<file path="src/rtl/envelope_pwm_out_if.sv">
// Signal bundle between the note/oscillator source and the envelope PWM output stage.
// master drives gate, oscillator and envelope settings; slave returns level, state and the audio pin.
interface envelope_pwm_out_if #(
  parameter int LEVEL_BITS = 8,
  parameter int RATE_BITS  = 16
);
  logic                  gate;
  logic                  osc_in;
  logic [RATE_BITS-1:0]  attack_rate;
  logic [RATE_BITS-1:0]  release_rate;
  logic [LEVEL_BITS-1:0] sustain_level;
  logic [LEVEL_BITS-1:0] level;
  logic [2:0]            state;
  logic                  busy;
  logic                  pwmout;

  modport master (
    output gate, osc_in, attack_rate, release_rate, sustain_level,
    input  level, state, busy, pwmout
  );

  modport slave (
    input  gate, osc_in, attack_rate, release_rate, sustain_level,
    output level, state, busy, pwmout
  );
endinterface

</file>
<file path="src/rtl/envelope_pwm_out.sv">
// ADSR envelope shaping the oscillator square wave, rendered as PWM density on one output pin.
// Define ENV_EXP_RELEASE_EN for an exponential-like release tail (step = max(level >> EXP_SHIFT, 1)).
module envelope_pwm_out #(
  parameter int LEVEL_BITS = 8,
  parameter int RATE_BITS  = 16,
  parameter int EXP_SHIFT  = 3
) (
  input  logic               clk,
  input  logic               rst,
  envelope_pwm_out_if.slave  bus
);

  typedef enum logic [2:0] {
    ST_IDLE    = 3'd0,
    ST_ATTACK  = 3'd1,
    ST_DECAY   = 3'd2,
    ST_SUSTAIN = 3'd3,
    ST_RELEASE = 3'd4
  } state_e;

  localparam logic [LEVEL_BITS-1:0] LEVEL_MAX = '1;
  localparam logic [LEVEL_BITS-1:0] LEVEL_ONE = LEVEL_BITS'(1);

`ifdef ENV_EXP_RELEASE_EN
  localparam bit EXP_EN = 1'b1;
`else
  localparam bit EXP_EN = 1'b0;
`endif

  state_e                state_q, state_d;
  logic [LEVEL_BITS-1:0] level_q, level_d;
  logic [RATE_BITS-1:0]  presc_q, presc_d;
  logic [LEVEL_BITS-1:0] pc_q, pc_d;
  logic                  gate_q, gate_d;
  logic                  pwmout_q, pwmout_d;

  logic                  rise;
  logic                  fall;
  logic                  tick;
  logic [RATE_BITS-1:0]  active_rate;
  logic [LEVEL_BITS-1:0] level_shifted;
  logic [LEVEL_BITS-1:0] rel_step;
  logic [LEVEL_BITS-1:0] level_inc;
  logic [LEVEL_BITS-1:0] level_rel;

  // Step arithmetic shared by the state machine; both directions saturate.
  always_comb begin
    rise          = bus.gate & ~gate_q;
    fall          = ~bus.gate & gate_q;
    active_rate   = (state_q == ST_ATTACK) ? bus.attack_rate : bus.release_rate;
    tick          = (presc_q == active_rate);
    level_shifted = level_q >> EXP_SHIFT;
    rel_step      = (EXP_EN && (level_shifted != '0)) ? level_shifted : LEVEL_ONE;
    level_inc     = (level_q == LEVEL_MAX) ? LEVEL_MAX : level_q + LEVEL_ONE;
    level_rel     = (level_q > rel_step) ? level_q - rel_step : '0;
  end

  // Next state and level; rise wins over fall, fall wins over a pending tick.
  always_comb begin
    state_d = state_q;
    level_d = level_q;
    case (state_q)
      ST_IDLE: begin
        level_d = '0;
        if (rise) state_d = ST_ATTACK;
      end
      ST_ATTACK: begin
        if (fall) begin
          state_d = ST_RELEASE;
        end else if (tick) begin
          level_d = level_inc;
          if (level_inc == LEVEL_MAX) state_d = ST_DECAY;
        end
      end
      ST_DECAY: begin
        if (rise) begin
          state_d = ST_ATTACK;
        end else if (fall) begin
          state_d = ST_RELEASE;
        end else if (level_q <= bus.sustain_level) begin
          state_d = ST_SUSTAIN;
        end else if (tick) begin
          level_d = level_q - LEVEL_ONE;
        end
      end
      ST_SUSTAIN: begin
        if (fall) begin
          state_d = ST_RELEASE;
        end else begin
          level_d = bus.sustain_level;
        end
      end
      ST_RELEASE: begin
        if (rise) begin
          state_d = ST_ATTACK;
        end else if (tick) begin
          level_d = level_rel;
          if (level_rel == '0) state_d = ST_IDLE;
        end else if (level_q == '0) begin
          state_d = ST_IDLE;
        end
      end
      default: begin
        state_d = ST_IDLE;
        level_d = '0;
      end
    endcase
  end

  // Prescaler restarts on every state entry so each phase gets full-length steps.
  always_comb begin
    gate_d   = bus.gate;
    pc_d     = pc_q + LEVEL_ONE;
    pwmout_d = bus.osc_in & (pc_q < level_q);
    if (state_d != state_q || tick) begin
      presc_d = '0;
    end else begin
      presc_d = presc_q + RATE_BITS'(1);
    end
  end

  always_ff @(posedge clk) begin
    if (rst) begin
      state_q  <= ST_IDLE;
      level_q  <= '0;
      presc_q  <= '0;
      pc_q     <= '0;
      gate_q   <= 1'b0;
      pwmout_q <= 1'b0;
    end else begin
      state_q  <= state_d;
      level_q  <= level_d;
      presc_q  <= presc_d;
      pc_q     <= pc_d;
      gate_q   <= gate_d;
      pwmout_q <= pwmout_d;
    end
  end

  assign bus.level  = level_q;
  assign bus.state  = state_q;
  assign bus.busy   = (state_q != ST_IDLE);
  assign bus.pwmout = pwmout_q;

endmodule
</file>
<file path="src/flat_wrapper.sv">
// flat-port wrapper written by rule: the top's interface ports become plain ports
module envelope_pwm_out_flat 
#(
  parameter int LEVEL_BITS = 8,
  parameter int RATE_BITS  = 16,
  parameter int EXP_SHIFT  = 3
)
  (clk, rst, bus_gate, bus_osc_in, bus_attack_rate, bus_release_rate, bus_sustain_level, bus_level, bus_state, bus_busy, bus_pwmout);
  envelope_pwm_out_if #(.LEVEL_BITS(LEVEL_BITS), .RATE_BITS(RATE_BITS)) bus_i ();
  input  logic clk;
  input  logic rst;
  input wire logic [$bits(bus_i.gate)-1:0] bus_gate;
  input wire logic [$bits(bus_i.osc_in)-1:0] bus_osc_in;
  input wire logic [$bits(bus_i.attack_rate)-1:0] bus_attack_rate;
  input wire logic [$bits(bus_i.release_rate)-1:0] bus_release_rate;
  input wire logic [$bits(bus_i.sustain_level)-1:0] bus_sustain_level;
  output wire logic [$bits(bus_i.level)-1:0] bus_level;
  output wire logic [$bits(bus_i.state)-1:0] bus_state;
  output wire logic [$bits(bus_i.busy)-1:0] bus_busy;
  output wire logic [$bits(bus_i.pwmout)-1:0] bus_pwmout;
  assign bus_i.gate = bus_gate;
  assign bus_i.osc_in = bus_osc_in;
  assign bus_i.attack_rate = bus_attack_rate;
  assign bus_i.release_rate = bus_release_rate;
  assign bus_i.sustain_level = bus_sustain_level;
  assign bus_level = bus_i.level;
  assign bus_state = bus_i.state;
  assign bus_busy = bus_i.busy;
  assign bus_pwmout = bus_i.pwmout;
  envelope_pwm_out #(.LEVEL_BITS(LEVEL_BITS), .RATE_BITS(RATE_BITS), .EXP_SHIFT(EXP_SHIFT)) u_core (.clk(clk), .rst(rst), .bus(bus_i));
endmodule
</file>
<file path="config.mk">
export PLATFORM = sky130hd
export DESIGN_NAME = envelope_pwm_out_flat
export DESIGN_NICKNAME = d
export VERILOG_FILES = /design/src/rtl/envelope_pwm_out_if.sv /design/src/rtl/envelope_pwm_out.sv /design/src/flat_wrapper.sv
export SDC_FILE = /design/constraint.sdc
export NUM_CORES = 1
export LEC_CHECK = 0
export CORE_UTILIZATION = 55
export CTS_BUF_LIST = sky130_fd_sc_hd__clkbuf_4 sky130_fd_sc_hd__clkbuf_8 sky130_fd_sc_hd__clkbuf_16
export DETAILED_ROUTE_END_ITERATION = 10
export DONT_BUFFER_PORTS = 1
export GPL_ROUTABILITY_DRIVEN = 0
export PLACE_DENSITY = 0.73
export SYNTH_ARGS = -nofsm -noshare
export SYNTH_HDL_FRONTEND = slang
export SYNTH_SLANG_ARGS = --single-unit
</file>
<file path="constraint.sdc">
create_clock -name clk -period 2.3 [get_ports clk]
set_input_delay 0.46 -clock clk [delete_from_list [all_inputs] [get_ports clk]]
set_output_delay 0.46 -clock clk [all_outputs]
set_load 0.02 [all_outputs]
</file>
==> metrics.yaml, run 1 <==
slew_viol_final: 0
synth_flop_cell: "dfxtp_1"
path_class: "reg2reg"
ys_async_sr_fraction_pct: 0
insertion_delay_ns: 0.28
holdPathStages: 1
num_vias: 3080
ff2ff_path_depth: 9
nets: 488
htree_levels: 2
grt_pass1_wl_um: 12800
rsz0062_at_grt: "yes"
grt_max_degree: 24
maxCapViolCount: 0
wirelength_um: 8680
synthCells: 390
critPathBufInv: 2
ios: 57
synth_edf_count: 0
dp_slack_ns: -0.148
fin_total_pwr_mw: 1.53
finalClockSkew_ns: 0.00385
crit_required_ns: 2.49
layout_min_cycle_time_ns: 2.35
cts_tree: "yes"
nFillCells: 405
arrival_ns: 2.53
power.leakage_nw: 1.40
violations: "negative setup slack"
antenna_cells: 0
cpLargestDelayFamily: "simple AND/OR/NAND/NOR gates"
yosys.area.top_type_share_pct: 24.7
wl_per_cell_um: 17.5
hp-class: "in2reg"
start_util_pct: 58.0
rrSetupSlack_ns: -0.05
dieArea_um2: 5750
crit_fanout: 8
post_synth_instance_area_um2: 3000
cpMaxStageDelayCell: "dfxtp_4"
worst_slew_pin_slew_ns: 0.729
slew_headroom_pct: 51.0
hold_buffers: 0
netlist_top_cells_area: "dfxtp_1 25%, ha_1 8.3%, nor2_1 5.6%"
critPathMaxStageDelay_ns: 0.36
yosys.area.top_type: "dfxtp_1"
drt_iter0_drc: 450
syn_to_final_growth_pct: 22.9
dr.pass1.iters: 5
drc_errors: 0
critPathLaunchType: "flop"
ir_worst_vdd_mv: 0.423
min_to: "u_core.bus.level[1]$_SDFFE_PP0P_"
ys_seq_area_share_pct: 24.7
mappedNetlistNets: 454
port_buffers: 0
grt-ovfl-total: 0
setup_viol_count_final: 7
power_density_nw_per_um2: 414
status: "complete, but fails checks"
clockBufferDepth: 2
std_cell_rows: 26
layout-drive-gt1-share_pct: 24.7
fin_crit_sh_pct: 102
cts_made_buffers: 5
die_h_um: 75.8
clkSlewWorstSetupHoldPaths_ns: 0.08
timing.fmax_mhz: 426
cts-root-buf: "clkbuf_8"
yosys_warnings: 0
antenna_found_initial: 0
core_area_um2: 5170
ant_nets: 0
synth_cell_type_count: 63
hp-start: "rst"
dieWidth_um: 75.8
hpwl_um: 6380
clock_sinks: 37
final_hold_viol_count: 0
r2r-end: "u_core.bus.level[2]$_SDFFE_PP0P_"
routed_via_density: 6.22
worstPathCellList: "nor3b_4, buf_6, buf_4, o221ai_1, a211o_1, nand2_1, a31oi_4, or2_4, o31ai_1"
synth-seq-cells: 37
worstReg2RegStart: "u_core.bus.state[2]$_SDFF_PP0_"
setup_ws_ns: -0.0457
cp-startpoint: "u_core.bus.state[2]$_SDFF_PP0_"
track_usage_pct: 29.4
setup.worst_path.end_class: "flop"
syn_avg_cell_area_um2: 7.69
grt_pass1_vias: 2696
[report_power, final]
group	switching (mW)	internal (mW)
Combinational	0.216	0.186
Sequential	0.0212	0.657
Clock	0.238	0.209
[routing by layer]
metal  up-vias  GRT usage [%]  share of wire (%)
met3        16           7.14                8.9
met1      1421           41.3                 44
met4         0           9.26                1.5
met2       170           44.3                 45
li1       1473              -                  -
met5         -              0                  0
[cell type report]
cell class,instances,area (um2),share of cell area (%)
Inverter,30,135,3.67
Clock inverter,3,17.5,0.475
Sequential cell,37,754,20.5
Timing Repair Buffer,48,372,10.1
Clock buffer,5,68.8,1.87
Multi-Input combinational cell,302,2250,61.1
Tap cell,70,87.6,2.38
[through the flow]
| step | setup TNS, ns | cell area, um2 | hold slack, ns | cells | utilization (%) |
|---|---|---|---|---|---|
| after floorplan | -0.580 | 3130 | 0.421 | 390 | - |
| after global placement | -0.524 | 3420 | 0.431 | 480 | 66.2 |
| after detailed placement | -1.02 | 3420 | 0.445 | 480 | 66.2 |
| after CTS | -0.0370 | 3590 | 0.218 | 491 | 69.4 |
| after global routing | -2.62 | 3680 | 0.211 | 495 | 71.2 |
| final | -0.159 | 3680 | 0.229 | 495 | 71.2 |
[layout by cell type, fill, tap and decap left out, types with 3 or more instances in the layout]
cell type,instances
nor2_1,44
ha_1,15
o211ai_1,6
ha_4,5
buf_6,3
o21ai_0,16
or3_1,4
nand2b_1,5
nor2b_1,7
a221oi_1,3
nor3_1,12
o22ai_1,4
buf_4,45
nand2_1,23
o31ai_2,3
o311ai_1,3
xor2_1,17
a21o_1,7
inv_1,24
xnor2_1,17
a2bb2oi_1,3
nand4_1,6
mux2i_1,4
dfxtp_1,30
a21oi_1,13
clkbuf_8,5
dfxtp_2,5
and3_1,4
nand3_1,23
a31oi_1,4
o31ai_1,4
[synth_stat cells, types with 3 or more instances]
master and number:
a21o_1 7, a21oi_1 15, a221oi_1 3, a2bb2oi_1 3, a31oi_1 4, and3_1 4
clkbuf_1 18, dfxtp_1 37, ha_1 20, inv_1 29, mux2i_1 6, nand2_1 23
nand2b_1 5, nand3_1 24, nand4_1 6, nor2_1 45, nor2b_1 7, nor3_1 13
o211ai_1 6, o21ai_0 16, o22ai_1 5, o311ai_1 4, o31ai_1 7, or3_1 4
or4_1 3, xnor2_1 18, xor2_1 17
[sequential cells by signal (all words and copies together) (netlist names)]
signal	cells
u_core.gate_q	1
u_core.pc_q	8
u_core.bus.state	3
u_core.presc_q	16
u_core.bus.pwmout	1
u_core.bus.level	8
[logic make-up after synthesis]
logic type	Yosys count	share of synthesized area, %
XOR/XNOR	35	10.2
adder cells (fa/ha/maj)	20	8.35
AND/OR/NAND/NOR	145	24.4
multiplexers	6	2.00
flip-flops	37	24.7
buffers and inverters	52	6.97
AO/OA/AOI/OAI	95	23.4
[worst max path at each step]
stage | endpoint | slack (ns) | cells past startpoint
detailed placement | u_core.bus.level[3]$_SDFFE_PP0P_ | -0.15 | 8
CTS | u_core.bus.state[1]$_SDFF_PP0_ | -0.02 | 8
global route | u_core.bus.level[2]$_SDFFE_PP0P_ | -0.14 | 9
finish | u_core.bus.level[2]$_SDFFE_PP0P_ | -0.05 | 9
global placement | u_core.bus.state[1]$_SDFF_PP0_ | -0.12 | 6
floorplan | u_core.presc_q[10]$_SDFF_PP0_ | -0.04 | 10
[what timing repair did]
action	CTS	global route
buffers inserted	3	3
endpoints found under the setup margin	10	27
cloned	0	1
gates resized for setup	14	11
pin swaps	8	9
[worst reg2reg max path: stages, from the launching register on]
cell      delay [ns]
dfxtp_4         0.36
nor3b_4         0.26
buf_6           0.17
buf_4           0.11
o221ai_1        0.10
a211o_1         0.25
nand2_1         0.24
a31oi_4         0.19
or2_4           0.32
o31ai_1         0.25
No activity file was read; power rests on OpenSTA's default activity.
==> run 2, diff against run 1 <==
--- a/config.mk
+++ b/config.mk
@@ -10,7 +10,8 @@
 export DETAILED_ROUTE_END_ITERATION = 10
 export DONT_BUFFER_PORTS = 1
 export GPL_ROUTABILITY_DRIVEN = 0
-export PLACE_DENSITY = 0.73
+export PLACE_DENSITY = 0.7
+export SETUP_SLACK_MARGIN = 0.2
 export SYNTH_ARGS = -nofsm -noshare
 export SYNTH_HDL_FRONTEND = slang
 export SYNTH_SLANG_ARGS = --single-unit
==> constraint.sdc (replaced) <==
create_clock -name clk -period 2.4 [get_ports clk]
set_input_delay 0.48 -clock clk [delete_from_list [all_inputs] [get_ports clk]]
set_output_delay 0.48 -clock clk [all_outputs]
set_load 0.02 [all_outputs]
==> metrics.yaml, run 2 (synthesized netlist as in run 1, its figures left out) <==
status: "finished clean"
tns_ns: 0
arrival_ns: 2.55
dieWidth_um: 75.8
drt_iter0_drc: 262
dieArea_um2: 5750
dp_slack_ns: -0.0319
largest_register_ffs: 16
grt_pass1_vias: 2914
syn_to_final_growth_pct: 24.2
maxCapViolCount: 0
met1_usage_pct: 38.8
layout-drive-gt1-share_pct: 25.8
path_class: "reg2reg"
cts-root-buf: "clkbuf_8"
crit_required_ns: 2.61
setup.worst_path.end_class: "flop"
worst_slew_pin_slew_ns: 0.724
antenna_cells: 0
grt-ovfl-total: 0
clockBufferDepth: 2
final_hold_viol_count: 0
hp-class: "in2reg"
power.leakage_nw: 1.38
grt_max_degree: 24
layout_min_cycle_time_ns: 2.34
cts_made_buffers: 5
placed_area_um2: 3340
port_buffers: 0
critPathLaunchType: "flop"
finalClockSkew_ns: 0.00998
cts_tree: "yes"
fin_cells: 485
core_area_um2: 5170
clkSlewWorstSetupHoldPaths_ns: 0.08
fin_crit_sh_pct: 97.6
slew_headroom_pct: 51.3
num_vias: 3019
nets: 478
die_h_um: 75.8
timing.fmax_mhz: 427
grt_use_met2_pct: 54.4
nFillCells: 407
clock_sinks: 37
start_util_pct: 58.0
grt_pass1_wl_um: 13500
hpwl_um: 6090
routed_via_density: 6.22
use_met3_pct: 5.56
track_usage_pct: 31.2
final_area_um2: 3720
std_cell_rows: 26
dp_cells: 468
mostFrequentLayoutCells: "40 x nor2_1, 32 x buf_4, 27 x dfxtp_1"
top_register: "u_core.presc_q"
rsz0062_at_grt: "yes"
ios: 57
wirelength_um: 8590
wl_per_cell_um: 17.7
setup_ws_ns: 0.0587
ant_nets: 0
crit_fanout: 8
power_density_nw_per_um2: 413
final_common_cell: "nor2_1"
insertion_delay_ns: 0.29
setup_viol_count_final: 0
dr.pass1.iters: 5
grt_busiest_layer: "met2"
antenna_found_initial: 0
slew_viol_final: 0
ir_worst_vdd_mv: 0.354
drc_errors: 0
htree_levels: 2
## run 2: cell types whose count changed in the layout (fill, tap and decap cells not counted), moves of 3 or more
cell / change
buf_4: -13
dfxtp_1: -3
nor2_1: -4
nor2_2: +4
## run 2: layer usage
metal / vias to the layer above / share of wire (%) / wire [um]
met2: 133 / 48 / 4090
met4: 0 / 2.3 / 198
met3: 24 / 7.2 / 619
met1: 1406 / 43 / 3680
met5: - / 0 / 0
li1: 1456 / - / -
## run 2: area by class of cell
cell class	instances	area, um2	area share (%)
Multi-Input combinational cell	302	2320	62.3
Sequential cell	37	763	20.5
Timing Repair Buffer	38	312	8.36
Inverter	30	140	3.76
Clock buffer	7	96.3	2.59
Tap cell	70	87.6	2.35
Clock inverter	1	5.00	0.134
## run 2: worst paths after layout
path         slack (ns)                      startpoint                                to  cells after the start
min                0.24                             rst  u_core.bus.level[1]$_SDFFE_PP0P_                      1
max reg2reg        0.06  u_core.bus.state[2]$_SDFF_PP0_  u_core.bus.level[4]$_SDFFE_PP0P_                      9
max                0.06  u_core.bus.state[2]$_SDFF_PP0_  u_core.bus.level[4]$_SDFFE_PP0P_                      9
min reg2reg        0.48       u_core.pc_q[0]$_SDFF_PP0_         u_core.pc_q[0]$_SDFF_PP0_                      1
## run 2: timing repair
action / in CTS / in global routing
pin swaps: 22 / 7
setup buffers: 6 / 1
setup endpoints to repair: 27 / 27
hold buffers: 0 / 0
endpoints found under the hold margin: 0 / 0
cloned: 2 / 0
resized for setup: 35 / 14
## run 2: report_power, final
group          internal, mW  total, mW  switching, mW
logic                 0.183      0.398          0.215
registers             0.628      0.653         0.0242
clock network         0.260      0.487          0.228
## run 2: critical path, cell delays in order, from the launching register on
cell and delay (ns):
dfxtp_4 0.36, nor3b_4 0.26, buf_6 0.18, mux2i_2 0.22, o22ai_2 0.13, nor4b_4 0.27
buf_6 0.17, a31oi_4 0.12, or2_4 0.32, o31ai_1 0.22
## run 2: stage by stage
step | power, mW | util (%) | hold WS (ns)
floorplan | 0.918 | - | 0.421
global placement | 0.984 | 64.6 | 0.435
detailed placement | 0.992 | 64.6 | 0.457
CTS | 1.52 | 70.5 | 0.236
global route | 1.60 | 72.0 | 0.234
finish | 1.54 | 72.0 | 0.245
